### config.mk
export PLATFORM = sky130hd
export DESIGN_NAME = fifo_mch_th
export DESIGN_NICKNAME = d
export VERILOG_FILES = /design/src/rtl/fifo_mch_pkg.sv /design/src/rtl/fifo_mch_ptr.sv /design/src/rtl/fifo_mch_th.sv
export SDC_FILE = /design/constraint.sdc
export NUM_CORES = 1
export LEC_CHECK = 0
export ABC_AREA = 1
export CAP_MARGIN = 40
export CORE_MARGIN = 3
export CORE_UTILIZATION = 30
export DETAILED_ROUTE_END_ITERATION = 8
export HOLD_SLACK_MARGIN = 0.12
export PLACE_DENSITY = 0.48
export SLEW_MARGIN = 10
export SYNTH_ARGS = -nofsm -noshare
export SYNTH_HDL_FRONTEND = slang
export SYNTH_SLANG_ARGS = --single-unit
### constraint.sdc
create_clock -name clk -period 3.7 [get_ports clk]
set_input_delay 0.555 -clock clk [delete_from_list [all_inputs] [get_ports clk]]
set_output_delay 0.555 -clock clk [all_outputs]
set_load 0.02 [all_outputs]
### src/rtl/fifo_mch_pkg.sv
// Shared widths, limits and per-channel state type for the multi-channel threshold FIFO.
package fifo_mch_pkg;

  localparam int MAX_DP = 256;
  localparam int MAX_CH = 16;
  localparam int MAX_PW = $clog2(MAX_DP) + 1;

  // Select width that stays at least one bit wide for a single channel.
  function automatic int clog2_min1(input int n);
    return (n <= 2) ? 1 : $clog2(n);
  endfunction

  function automatic int ptr_width(input int dp);
    return $clog2(dp) + 1;
  endfunction

  // Fields are sized for MAX_DP; a channel masks its pointers to 2*DP.
  typedef struct packed {
    logic [MAX_PW-1:0] wr_ptr;
    logic [MAX_PW-1:0] rd_ptr;
    logic [MAX_PW-1:0] cnt;
  } ch_state_t;

endpackage

### src/rtl/fifo_mch_ptr.sv
// One channel's pointers, count, threshold status and sticky error flags.
// Error registers exist only when FIFO_MCH_ERR_EN is defined.
module fifo_mch_ptr
  import fifo_mch_pkg::*;
#(
  parameter int DP = 16,
  parameter int AW = $clog2(DP)
) (
  input  logic          clk,
  input  logic          reset,
  input  logic          wr_acc,
  input  logic          rd_acc,
  input  logic          flush,
  input  logic          ovf_evt,
  input  logic          udf_evt,
  input  logic          err_clr,
  input  logic [AW:0]   cfg_afull_th,
  input  logic [AW:0]   cfg_aempty_th,
  output logic [AW-1:0] wr_addr,
  output logic [AW-1:0] rd_addr,
  output logic [AW:0]   cnt,
  output logic          full,
  output logic          empty,
  output logic          afull,
  output logic          aempty,
  output logic          err_ovf,
  output logic          err_udf
);

  localparam logic [MAX_PW-1:0] PTR_MASK = MAX_PW'(2 * DP - 1);
  localparam logic [MAX_PW-1:0] DEPTH    = MAX_PW'(DP);

  ch_state_t st_q;

  // Flush wins over any same-cycle access; the top already drops those requests.
  always_ff @(posedge clk) begin
    if (reset) begin
      st_q <= '0;
    end else if (flush) begin
      st_q.rd_ptr <= st_q.wr_ptr;
      st_q.cnt    <= '0;
    end else begin
      if (wr_acc) st_q.wr_ptr <= (st_q.wr_ptr + MAX_PW'(1)) & PTR_MASK;
      if (rd_acc) st_q.rd_ptr <= (st_q.rd_ptr + MAX_PW'(1)) & PTR_MASK;
      if (wr_acc && !rd_acc)      st_q.cnt <= st_q.cnt + MAX_PW'(1);
      else if (rd_acc && !wr_acc) st_q.cnt <= st_q.cnt - MAX_PW'(1);
    end
  end

  assign wr_addr = st_q.wr_ptr[AW-1:0];
  assign rd_addr = st_q.rd_ptr[AW-1:0];
  assign cnt     = st_q.cnt[AW:0];
  assign full    = (st_q.cnt == DEPTH);
  assign empty   = (st_q.cnt == '0);
  assign afull   = (st_q.cnt >= MAX_PW'(cfg_afull_th));
  assign aempty  = (st_q.cnt <= MAX_PW'(cfg_aempty_th));

`ifdef FIFO_MCH_ERR_EN
  logic ovf_q, udf_q;

  // A new event in the clearing cycle keeps its flag set.
  always_ff @(posedge clk) begin
    if (reset) begin
      ovf_q <= 1'b0;
      udf_q <= 1'b0;
    end else begin
      ovf_q <= ovf_evt | (ovf_q & ~err_clr);
      udf_q <= udf_evt | (udf_q & ~err_clr);
    end
  end

  assign err_ovf = ovf_q;
  assign err_udf = udf_q;
`else
  logic unused_err;
  assign unused_err = ovf_evt | udf_evt | err_clr;
  assign err_ovf    = 1'b0;
  assign err_udf    = 1'b0;
`endif

endmodule

### src/rtl/fifo_mch_th.sv
// Multi-channel synchronous FIFO sharing one storage array, with per-channel
// threshold status and flush. Define FIFO_MCH_ERR_EN for sticky error flags.
module fifo_mch_th
  import fifo_mch_pkg::*;
#(
  parameter  int W  = 8,
  parameter  int DP = 16,
  parameter  int CH = 4,
  localparam int AW = $clog2(DP),
  localparam int CW = clog2_min1(CH)
) (
  input  logic                clk,
  input  logic                reset,
  input  logic                wr_en,
  input  logic [CW-1:0]       wr_ch,
  input  logic [W-1:0]        wr_data,
  input  logic                rd_en,
  input  logic [CW-1:0]       rd_ch,
  output logic [W-1:0]        rd_data,
  output logic                rd_valid,
  input  logic                flush_en,
  input  logic [CW-1:0]       flush_ch,
  input  logic [AW:0]         cfg_afull_th,
  input  logic [AW:0]         cfg_aempty_th,
  output logic [CH-1:0]       full,
  output logic [CH-1:0]       empty,
  output logic [CH-1:0]       afull,
  output logic [CH-1:0]       aempty,
  output logic [CH*(AW+1)-1:0] ch_cnt,
  output logic [CH-1:0]       err_ovf,
  output logic [CH-1:0]       err_udf,
  input  logic                err_clr
);

  // Handshake: no backpressure. A write is taken when wr_en is high, wr_ch names
  // an existing channel that is not full and not being flushed; a read likewise
  // when the channel is not empty. Rejected requests are simply dropped.
  logic [W-1:0]  mem [CH*DP];
  logic [CH-1:0] fl_sel, wr_sel, rd_sel, wr_acc, rd_acc;
  logic [AW-1:0] wr_addr_a [CH];
  logic [AW-1:0] rd_addr_a [CH];
  logic [AW-1:0] wr_addr, rd_addr;

  for (genvar i = 0; i < CH; i++) begin : g_ch
    // Channel indices >= CH match no decode line and are ignored.
    assign fl_sel[i] = flush_en && (flush_ch == CW'(i));
    assign wr_sel[i] = wr_en && (wr_ch == CW'(i)) && !fl_sel[i];
    assign rd_sel[i] = rd_en && (rd_ch == CW'(i)) && !fl_sel[i];
    assign wr_acc[i] = wr_sel[i] && !full[i];
    assign rd_acc[i] = rd_sel[i] && !empty[i];

    fifo_mch_ptr #(.DP(DP), .AW(AW)) u_ptr (
      .clk           (clk),
      .reset         (reset),
      .wr_acc        (wr_acc[i]),
      .rd_acc        (rd_acc[i]),
      .flush         (fl_sel[i]),
      .ovf_evt       (wr_sel[i] && full[i]),
      .udf_evt       (rd_sel[i] && empty[i]),
      .err_clr       (err_clr),
      .cfg_afull_th  (cfg_afull_th),
      .cfg_aempty_th (cfg_aempty_th),
      .wr_addr       (wr_addr_a[i]),
      .rd_addr       (rd_addr_a[i]),
      .cnt           (ch_cnt[i*(AW+1) +: AW+1]),
      .full          (full[i]),
      .empty         (empty[i]),
      .afull         (afull[i]),
      .aempty        (aempty[i]),
      .err_ovf       (err_ovf[i]),
      .err_udf       (err_udf[i])
    );
  end

  always_comb begin
    wr_addr = '0;
    rd_addr = '0;
    for (int i = 0; i < CH; i++) begin
      if (wr_acc[i]) wr_addr = wr_addr_a[i];
      if (rd_acc[i]) rd_addr = rd_addr_a[i];
    end
  end

  // Storage is never reset; only pointers define what is valid.
  always_ff @(posedge clk) begin
    if (|wr_acc) mem[{wr_ch, wr_addr}] <= wr_data;
  end

  // A same-cycle write never targets the head slot being read, so no bypass is needed.
  always_ff @(posedge clk) begin
    if (reset) begin
      rd_data  <= '0;
      rd_valid <= 1'b0;
    end else begin
      rd_valid <= |rd_acc;
      if (|rd_acc) rd_data <= mem[{rd_ch, rd_addr}];
    end
  end

endmodule
Word-level counts from Yosys, hierarchy flattened
Memory sizes are Yosys's and may differ from the RTL's. A register that Yosys moved wholly into a read port is not among the register bits.
Index checks and enable logic that the tools add are counted.
- memory bits (writable): 512
- bits in registers: 77
- input bits: 30
- memories kept: 1
- word-level logic and storage cells: 162
- latch bits: 0
- memory bits (read-only): 0
- shifts and indexed selects: 0
- $mul: 0
- reduce and logical (&&, ||, !) cells: 81
- $add $sub $neg: 16
- divide/modulo/power cells: 0
- muxes and demuxes: 26
- bitwise operators: 4
- equality and inequality tests: 13
- magnitude comparators: 8
- memories (memory ; words ; bits a word ; read ports ; clocked after memory_dff ; write ports ; line ; RTL):
    mem ; 64 ; 8 ; 1 ; 1 ; 1 ; fifo_mch_th.sv:38 ; logic [W-1:0] mem [CH*DP];
- operators by type and width (kind ; count):
    9-bit 2-to-1 mux ; 8
    14-bit 2-to-1 mux ; 4
    5-bit by 1-bit adder with 5-bit output, second input constant ; 8
    9-bit by 1-bit adder with 9-bit output, second input constant ; 4
    9-bit by 5-bit equality test with 1-bit output, second input constant ; 4
    9-bit by 5-bit greater-or-equal comparator with 1-bit output ; 4
    9-bit by 5-bit <= comparator with 1-bit output ; 4
    1-bit logical AND ; 36
    9-bit zero test ; 4
    9-bit by 1-bit subtractor with 9-bit output, second input constant ; 4
    4-bit 2-to-1 mux ; 8
    1-bit zero test ; 20
    5-bit 2-to-1 mux ; 4
    2-bit nonzero test ; 8
    2-bit equality test, second input constant ; 6
    2-bit AND reduction ; 4
    2-bit OR reduction ; 4
    4-bit OR reduction ; 2
    2-bit by 1-bit equality test with 1-bit output, second input constant ; 3
    2-bit zero test ; 3
    1-bit inverter ; 4
    1-bit 2-to-1 mux ; 2

Logic depth before layout (Yosys ltp)
Gate-level depths: netlist (run 1).
- depth after elaboration: 10
- depth in mapped cells: 22

By module
A second synthesis (run 1) with hierarchy kept.
- cells, all modules: 2826
- area, all modules: 28213.3 sq um
- modules (own cells, without submodules) (module ; sequential area each (sq um) ; area each (sq um) ; instances ; cells each):
    fifo_mch_th ; 15554.9 ; 22082.4 ; 1 ; 1886
    fifo_mch_ptr ; 340.3 ; 1532.7 ; 4 ; 235

Worst setup path before layout (run 1)
Ideal clock, no wire load.
- path type: input-to-reg
- start: input port flush_ch[0]
- end: register g_ch[2].u_ptr.st_q[8] (netlist name)
- library setup time: 0.058 ns
- slack: 0.566 ns
- required time: 3.642 ns
- arrival time: 3.077 ns
- stages: 20
- path through: inv_1 > nand3_1 > inv_1 > nor4_1 > nand2_1 > clkinv_1 > ha_1 > inv_1 > ha_1 > a21oi_1 > o21ai_0 > a21oi_1 > o21bai_1 > nand2_1 > nand2_1 > a21oi_1 > o21ai_0 > a21o_1 > a21oi_1 > o21a_1
- longest elaborated chain between the ends: 8
- ends and longest elaborated chain (what ; line ; RTL):
    start: declaration ; fifo_mch_th.sv:22 ; input logic [CW-1:0] flush_ch,
    2-bit equality test (*) ; fifo_mch_th.sv:46 ; assign fl_sel[i] = flush_en && (flush_ch == CW'(i));
    1-bit logical AND (*) ; fifo_mch_th.sv:46 ;
    1-bit zero test ; fifo_mch_th.sv:47, fifo_mch_th.sv:48 ;
    1-bit logical AND, on equally long branches ; fifo_mch_th.sv:48, fifo_mch_th.sv:47 ;
    1-bit logical AND, on equally long branches ; fifo_mch_th.sv:50, fifo_mch_th.sv:49 ;
    1-bit zero test, on equally long branches ; fifo_mch_ptr.sv:45, fifo_mch_ptr.sv:46 ;
    1-bit logical AND, on equally long branches ; fifo_mch_ptr.sv:45, fifo_mch_ptr.sv:46 ;
    9-bit 2-to-1 mux / 2-bit nonzero test (equally long branches) ; -- ;
    end: declaration ; fifo_mch_ptr.sv:33 ; ch_state_t st_q;
Mark *: on every way between the ends. The rest lies on a longest branch, timed or not.
A chain may end at the register's enable or synchronous reset.

Worst setup path in the final report (run 1)
- start: input port cfg_aempty_th[2]
- end: output port aempty[2]
- longest elaborated chain between the ends: 1
- ends and longest elaborated chain (what ; line ; RTL):
    start: declaration ; fifo_mch_th.sv:24 ; input logic [AW:0] cfg_aempty_th,
    9-bit by 5-bit <= comparator with 1-bit output ; fifo_mch_ptr.sv:56 ; assign aempty = (st_q.cnt <= MAX_PW'(cfg_aempty_th));
    end: declaration ; fifo_mch_th.sv:28 ; output logic [CH-1:0] aempty,
Every way passes these cells.

==> results of run 1 <==
## cell usage in the layout, fill, tap and decap left out, drive strengths merged, types with 65 or more instances in the layout
master	count
nand3b	133
a21oi	110
ha	80
inv	434
clkbuf	87
o21ai	71
nand2	553
nand3	518
edfxtp	512
nor2	158
clkdlybuf4s50	65
dfxtp	77
buf	271
## layout make-up
| type | instances | area (um^2) |
|---|---|---|
| Clock buffer | 87 | 1850 |
| Clock inverter | 38 | 447 |
| Fill cell | 9404 | 59200 |
| Inverter | 434 | 1640 |
| Multi-Input combinational cell | 1737 | 9190 |
| Sequential cell | 589 | 16900 |
| Tap cell | 1254 | 1570 |
| Timing Repair Buffer | 336 | 3200 |
## per-layer routing
| layer | global-route usage | wire, um | vias to the layer above | part of all wire |
|---|---|---|---|---|
| li1 | - | - | 10300 | - |
| met1 | 0.242 | 39400 | 9872 | 0.47 |
| met2 | 0.263 | 37300 | 514 | 0.45 |
| met3 | 0.0276 | 4320 | 112 | 0.052 |
| met4 | 0.0416 | 1910 | 0 | 0.023 |
| met5 | 0 | 0 | - | 0 |
## logic make-up (layout without fill, tap and decap cells)
family / count (synthesis) / in the layout / share of synthesized area
AOI/OAI and AO/OA: 232 / 232 / 0.0455
other: 1 / 8 / 0.000131
buffers and inverters: 616 / 895 / 0.0926
DFF: 589 / 589 / 0.590
xor gates and xnor gates: 30 / 30 / 0.00917
adders and majority gates: 84 / 84 / 0.0377
and+or+nand+nor: 1383 / 1383 / 0.224
## report_power, final
group / internal [mW] / leakage, nW / switching, mW
combinational: 1.29 / 8.10 / 2.18
clock: 4.02 / 1.11 / 2.86
sequential: 7.30 / 5.23 / 0.0589
total: 12.6 / 14.4 / 5.10
## sequential cells by signal, summed over array words and instances, names as in the netlist
name and cells:
g_ch.u_ptr.wr_addr 16, g_ch.u_ptr.cnt 20, rd_valid 1, g_ch.u_ptr.st_q 16, g_ch.u_ptr.rd_addr 16, mem 512
rd_data 8
## final timing paths
kind,from,endpoint,slack (ps),cells after the start
setup reg to reg,g_ch[2].u_ptr.cnt[0],rd_data[7],410,21
hold reg to reg,g_ch[3].u_ptr.wr_addr[3],g_ch[3].u_ptr.rd_addr[3],490,2
setup / recovery,cfg_aempty_th[2],aempty[2],300,9
hold / removal,wr_data[0],mem[38][0],280,1
## critical path: cells and delay by family
kind | cells | cell delay [ps]
simple gates | 2 | 400
compound gates | 3 | 300
buf+inv | 3 | 1260
fa+ha+maj | 1 | 330
## through the flow
step	setup WS [ps]	cell area, um^2
5_1_grt	19.4	34800
4_1_cts	118	34800
6_report	298	34800
3_5_place_dp	-214	32500
2_1_floorplan	566	28700
3_3_place_gp	-216	32400
## synth_stat cells, types with 5 or more instances
cell      number
buf_1         11
o21bai_1       5
a21oi_1      104
a211oi_1       8
o211ai_1       9
buf_2         56
a22oi_1        6
dfxtp_1       77
ha_1          80
a21oi_2        5
buf_6         13
xor2_1        27
edfxtp_1     512
clkbuf_1      56
nor2_1       152
inv_1        419
buf_4         46
nor4_1         5
nand2_1      549
o21ai_0       66
nand3_1      517
nand3b_1     133
o21ai_1        5
nor3_1         9
inv_2         13
a31oi_1       10
## what timing repair did
| item | CTS | global route |
|---|---|---|
| resized for setup | 0 | 10 |
| endpoints found under the setup margin | 0 | 141 |
| endpoints found under the hold margin | 0 | 0 |
==> impl_metrics.yaml, run 1 <==
synthesis:
  synthTopCellsByArea: "edfxtp_1 (54%), nand3_1 (9.0%), nand2_1 (7.2%)"
  synth_top_area_frac: 0.537
  synthArstFlopShare: 0
  synth_largest_area_cell: "edfxtp_1"
  syn_avg_cell_area_um2: 9.76
  ys_types: 46
  yosysWarningCount: 0
  synth_edf_count: 512
  synthCells: 2935
  ys_seq_area_frac: 0.590
  synth_seq_cells: 589
  ys.flop_type: "edfxtp_1"
  synthesis.area_mm2: 0.0287
drt:
  vias: 20800
  first_pass_iters: 6
  vias_per_cell: 4.65
  drcViolationCount: 0
  ant_nets: 0
  wl_per_cell_um: 18.5
  drt_iter0_drc: 1525
  finalWirelength_mm: 83.0
clocking:
  hold_buffers: 0
  clkSinkCount: 589
  clk_latency_ps: 630
  root_buffer: "clkbuf_16"
  cts_buffer_depth: 3
  cts_tree: "yes"
  h-tree-depth: 3
  cts_setup_buffers: 0
  clk_pin_slew_ps: 60
  numCtsBuffers: 69
die:
  io_pins: 83
  rows: 112
  core_mm2: 0.0940
  die_y_um: 315
  die-area_mm2: 0.0992
  die_w_um: 315
  initial_utilization: 0.305
timing:
  post-route-period-util: 0.919
  tightest_slew_ps: 831
  hold_viol: 0
  whs_ps: 283
  setup_viol: 0
  tns_ps: 0
  grt_setup_unrepaired: "false"
  fmax_mhz: 294
  skew_ps: 43.6
  slew_headroom: 0.444
  post-route-min-period_ps: 3400
  slew_violations: 0
status:
  status: "completed"
setup_path:
  path_class: "in -> out"
  critPathRequiredTime_ps: 3140
  critPathCaptureType: "primary output"
  critPathLaunchType: "input pin"
  cp_common_cell: "clkdlybuf4s50_1"
  max_stage_delay_ps: 700
  crit_chain: "clkdlybuf4s50_1 > inv_1 > ha_1 > a21oi_1 > o31ai_1 > nand3_1 > a22oi_1 > nor3_1 > clkdlybuf4s50_1"
  cp_slowest_cell: "clkdlybuf4s50_1"
  crit_arrival_ps: 2850
  path_max_fanout: 4
final_layout:
  layout.nets: 3281
  diodes: 0
  areaGrowthSynthToFinish_pct: 21.5
  final_core_util: 0.370
  layoutNonFillerInstCount: 4475
  drive_above_1_share: 0.129
run:
  drv_cap: 0
pwr:
  p_total_mw: 17.7
  leakage_nw: 14.4
  ir_drop_mv: 0.286
  p_per_area_mw_per_mm2: 509
global_routing:
  grt_pass1_wl_mm: 127
  first_global_vias: 20200
  antenna_found_initial: 0
  grtUsageTotal: 0.168
  grt_overflow: 0
  grt_start_max_net_pins: 58
place:
  io_buffers: 73
  dp.cells: 4350
  place_congestion: 0.794
  dp_hpwl_mm: 54.8
worst_hold_path:
  hold_class: "in -> reg"
(Power assumes the default switching activity.)
==> inputs of run 2 (changes only) <==
- REMOVE_ABC_BUFFERS: default -> 1
==> impl_metrics.yaml, run 2 (synthesis gave the netlist of run 1 again) <==
status:
  status: "completed"
timing:
  grt_setup_unrepaired: "false"
  tightest_slew_ps: 804
  skew_ps: 39.1
  post-route-period-util: 0.925
  slew_violations: 0
  slew_headroom: 0.462
  hold_viol: 0
  layout_setup_ws_ps: 277
  post-route-min-period_ps: 3420
  fmax_mhz: 292
  whs_ps: 294
  setup_viol: 0
setup_path:
  startpoint: "g_ch[3].u_ptr.cnt[1]"
  crit_family: "simple AND/OR/NAND/NOR gates"
  crit_chain: "inv_1 > nand3_1 > nor2_1 > nand2_1 > nand2_1 > inv_2 > nor2_1 > nand2_8 > nand2_8 > buf_12 > nand2_1 > nand3_1 > nand3_1 > nand3_1 > nand2_1 > nand2_1 > nand3_1 > nor2_1 > nor2_1"
  critPathRequiredTime_ps: 4190
  reg2reg_slack_ps: 280
  r2r_end: "rd_data[1]"
  path_max_fanout: 19
  critPathCaptureType: "flop"
  max_stage_delay_ps: 430
  critPathLaunchType: "flop"
  path_buf_inv: 3
  cp_slowest_cell: "nor2_1"
  r2r_cells: 19
  crit_arrival_ps: 3920
  critical_path_depth: 19
  path_class: "reg -> reg"
  r2r_start: "g_ch[3].u_ptr.cnt[1]"
die:
  die_y_um: 315
  die_w_um: 315
  rows: 112
  core_mm2: 0.0940
  io_pins: 83
  initial_utilization: 0.305
  die-area_mm2: 0.0992
clocking:
  clk_pin_slew_ps: 60
  h-tree-depth: 3
  cts_buffer_depth: 3
  cts_tree: "yes"
  clkSinkCount: 589
  cts_setup_buffers: 0
  ctsResizeCount: 0
  numCtsBuffers: 68
  clk_latency_ps: 630
  root_buffer: "clkbuf_16"
  hold_buffers: 0
place:
  place_congestion: 0.804
  io_buffers: 73
  dp_hpwl_mm: 53.7
  pre_cts_ws_ps: -215
global_routing:
  grtUsageTotal: 0.161
  antenna_found_initial: 1
  grt_overflow: 0
  grt_start_max_net_pins: 60
  grt_pass1_wl_mm: 123
  first_global_vias: 20300
worst_hold_path:
  holdPathStages: 1
  hold-path-endpoint: "mem[16][0]"
  hp-start: "wr_data[0]"
  hold_class: "in -> reg"
drt:
  drt_iter0_drc: 1517
  first_pass_iters: 6
  drcViolationCount: 0
  vias: 20700
  wl_per_cell_um: 17.9
  ant_nets: 0
  finalWirelength_mm: 79.9
  vias_per_cell: 4.65
final_layout:
  layout.nets: 3258
  layout_commonest_cell: "nand2_1"
  fillers: 9418
  drive_above_1_share: 0.118
  final_core_util: 0.367
  multi_input_area_mm2: 0.00917
  top_register: "mem"
  areaGrowthSynthToFinish_pct: 20.5
  layout.cells.most_common_list: "nand2_1 (548), nand3_1 (517), edfxtp_1 (512)"
  register_area_mm2: 0.0169
  top_regs: "mem: 512 flops, g_ch.u_ptr.cnt: 20 flops"
  largest_reg_flops: 512
run:
  drv_cap: 0
pwr:
  leakage_nw: 14.3
  ir_drop_mv: 0.273
  p_per_area_mw_per_mm2: 505
## run 2: changes by cell type in the layout (fill, tap and decap cells not counted), moves of 2 or more
cell and delta:
nor2_2 -2, buf_4 -22, nor3_2 -3, nor3_1 +3, nor2_1 +2, clkinv_16 -2, clkbuf_8 -5, clkbuf_1 +3
clkinvlp_4 -2
## run 2: where the power goes
group	internal (mW)	total, mW	switching, mW
Clock	3.89	6.67	2.78
Combinational	1.25	3.38	2.12
Sequential	7.30	7.37	0.0666
Total	12.4	17.4	4.97
## run 2: through the flow
stage                     std cells  setup TNS (ps)  total power, mW  cell area (um^2)
final                          4450               0             17.4             34500
after global routing           4449               0             18.2             34500
after CTS                      4449               0             17.6             34500
after detailed placement       4328           -6860             10.9             32300
after global placement         4322           -6520             10.9             32200
after floorplan                2760          -27160             9.36             27700
## run 2: metal layers
metal | GRT usage | share of wire | vias to the layer above
met5 | 0 | 0 | -
met2 | 0.255 | 0.45 | 468
met4 | 0.0482 | 0.027 | 0
li1 | - | - | 10200
met1 | 0.224 | 0.47 | 9869
met3 | 0.0287 | 0.052 | 118
## run 2: worst max-delay path by stage
| stage | end | slack, ps |
|---|---|---|
| 2_1_floorplan | rd_data[0] | -3400 |
| 3_3_place_gp | rd_data[1] | -190 |
| 6_report | rd_data[1] | 280 |
| 4_1_cts | mem[0][1] | 200 |
| 3_5_place_dp | rd_data[1] | -210 |
| 5_1_grt | g_ch[0].u_ptr.st_q[7] | 40 |
## run 2: final cells by class
class / count / area share
Clock buffer: 85 / 0.0520
Sequential cell: 589 / 0.490
Antenna cell: 1 / 0.0000725
Multi-Input combinational cell: 1737 / 0.266
Clock inverter: 36 / 0.0112
Inverter: 434 / 0.0474
Timing Repair Buffer: 314 / 0.0881
Tap cell: 1254 / 0.0455
## run 2: worst reg2reg max path, stage by stage (launching register included)
cell and delay (ps):
dfxtp_1 390, inv_1 130, nand3_1 110, nor2_1 90
nand2_1 110, nand2_1 130, inv_2 40, nor2_1 430
nand2_8 210, nand2_8 260, buf_12 190, nand2_1 80
nand3_1 110, nand3_1 120, nand3_1 170, nand2_1 120
nand2_1 100, nand3_1 170, nor2_1 290, nor2_1 70
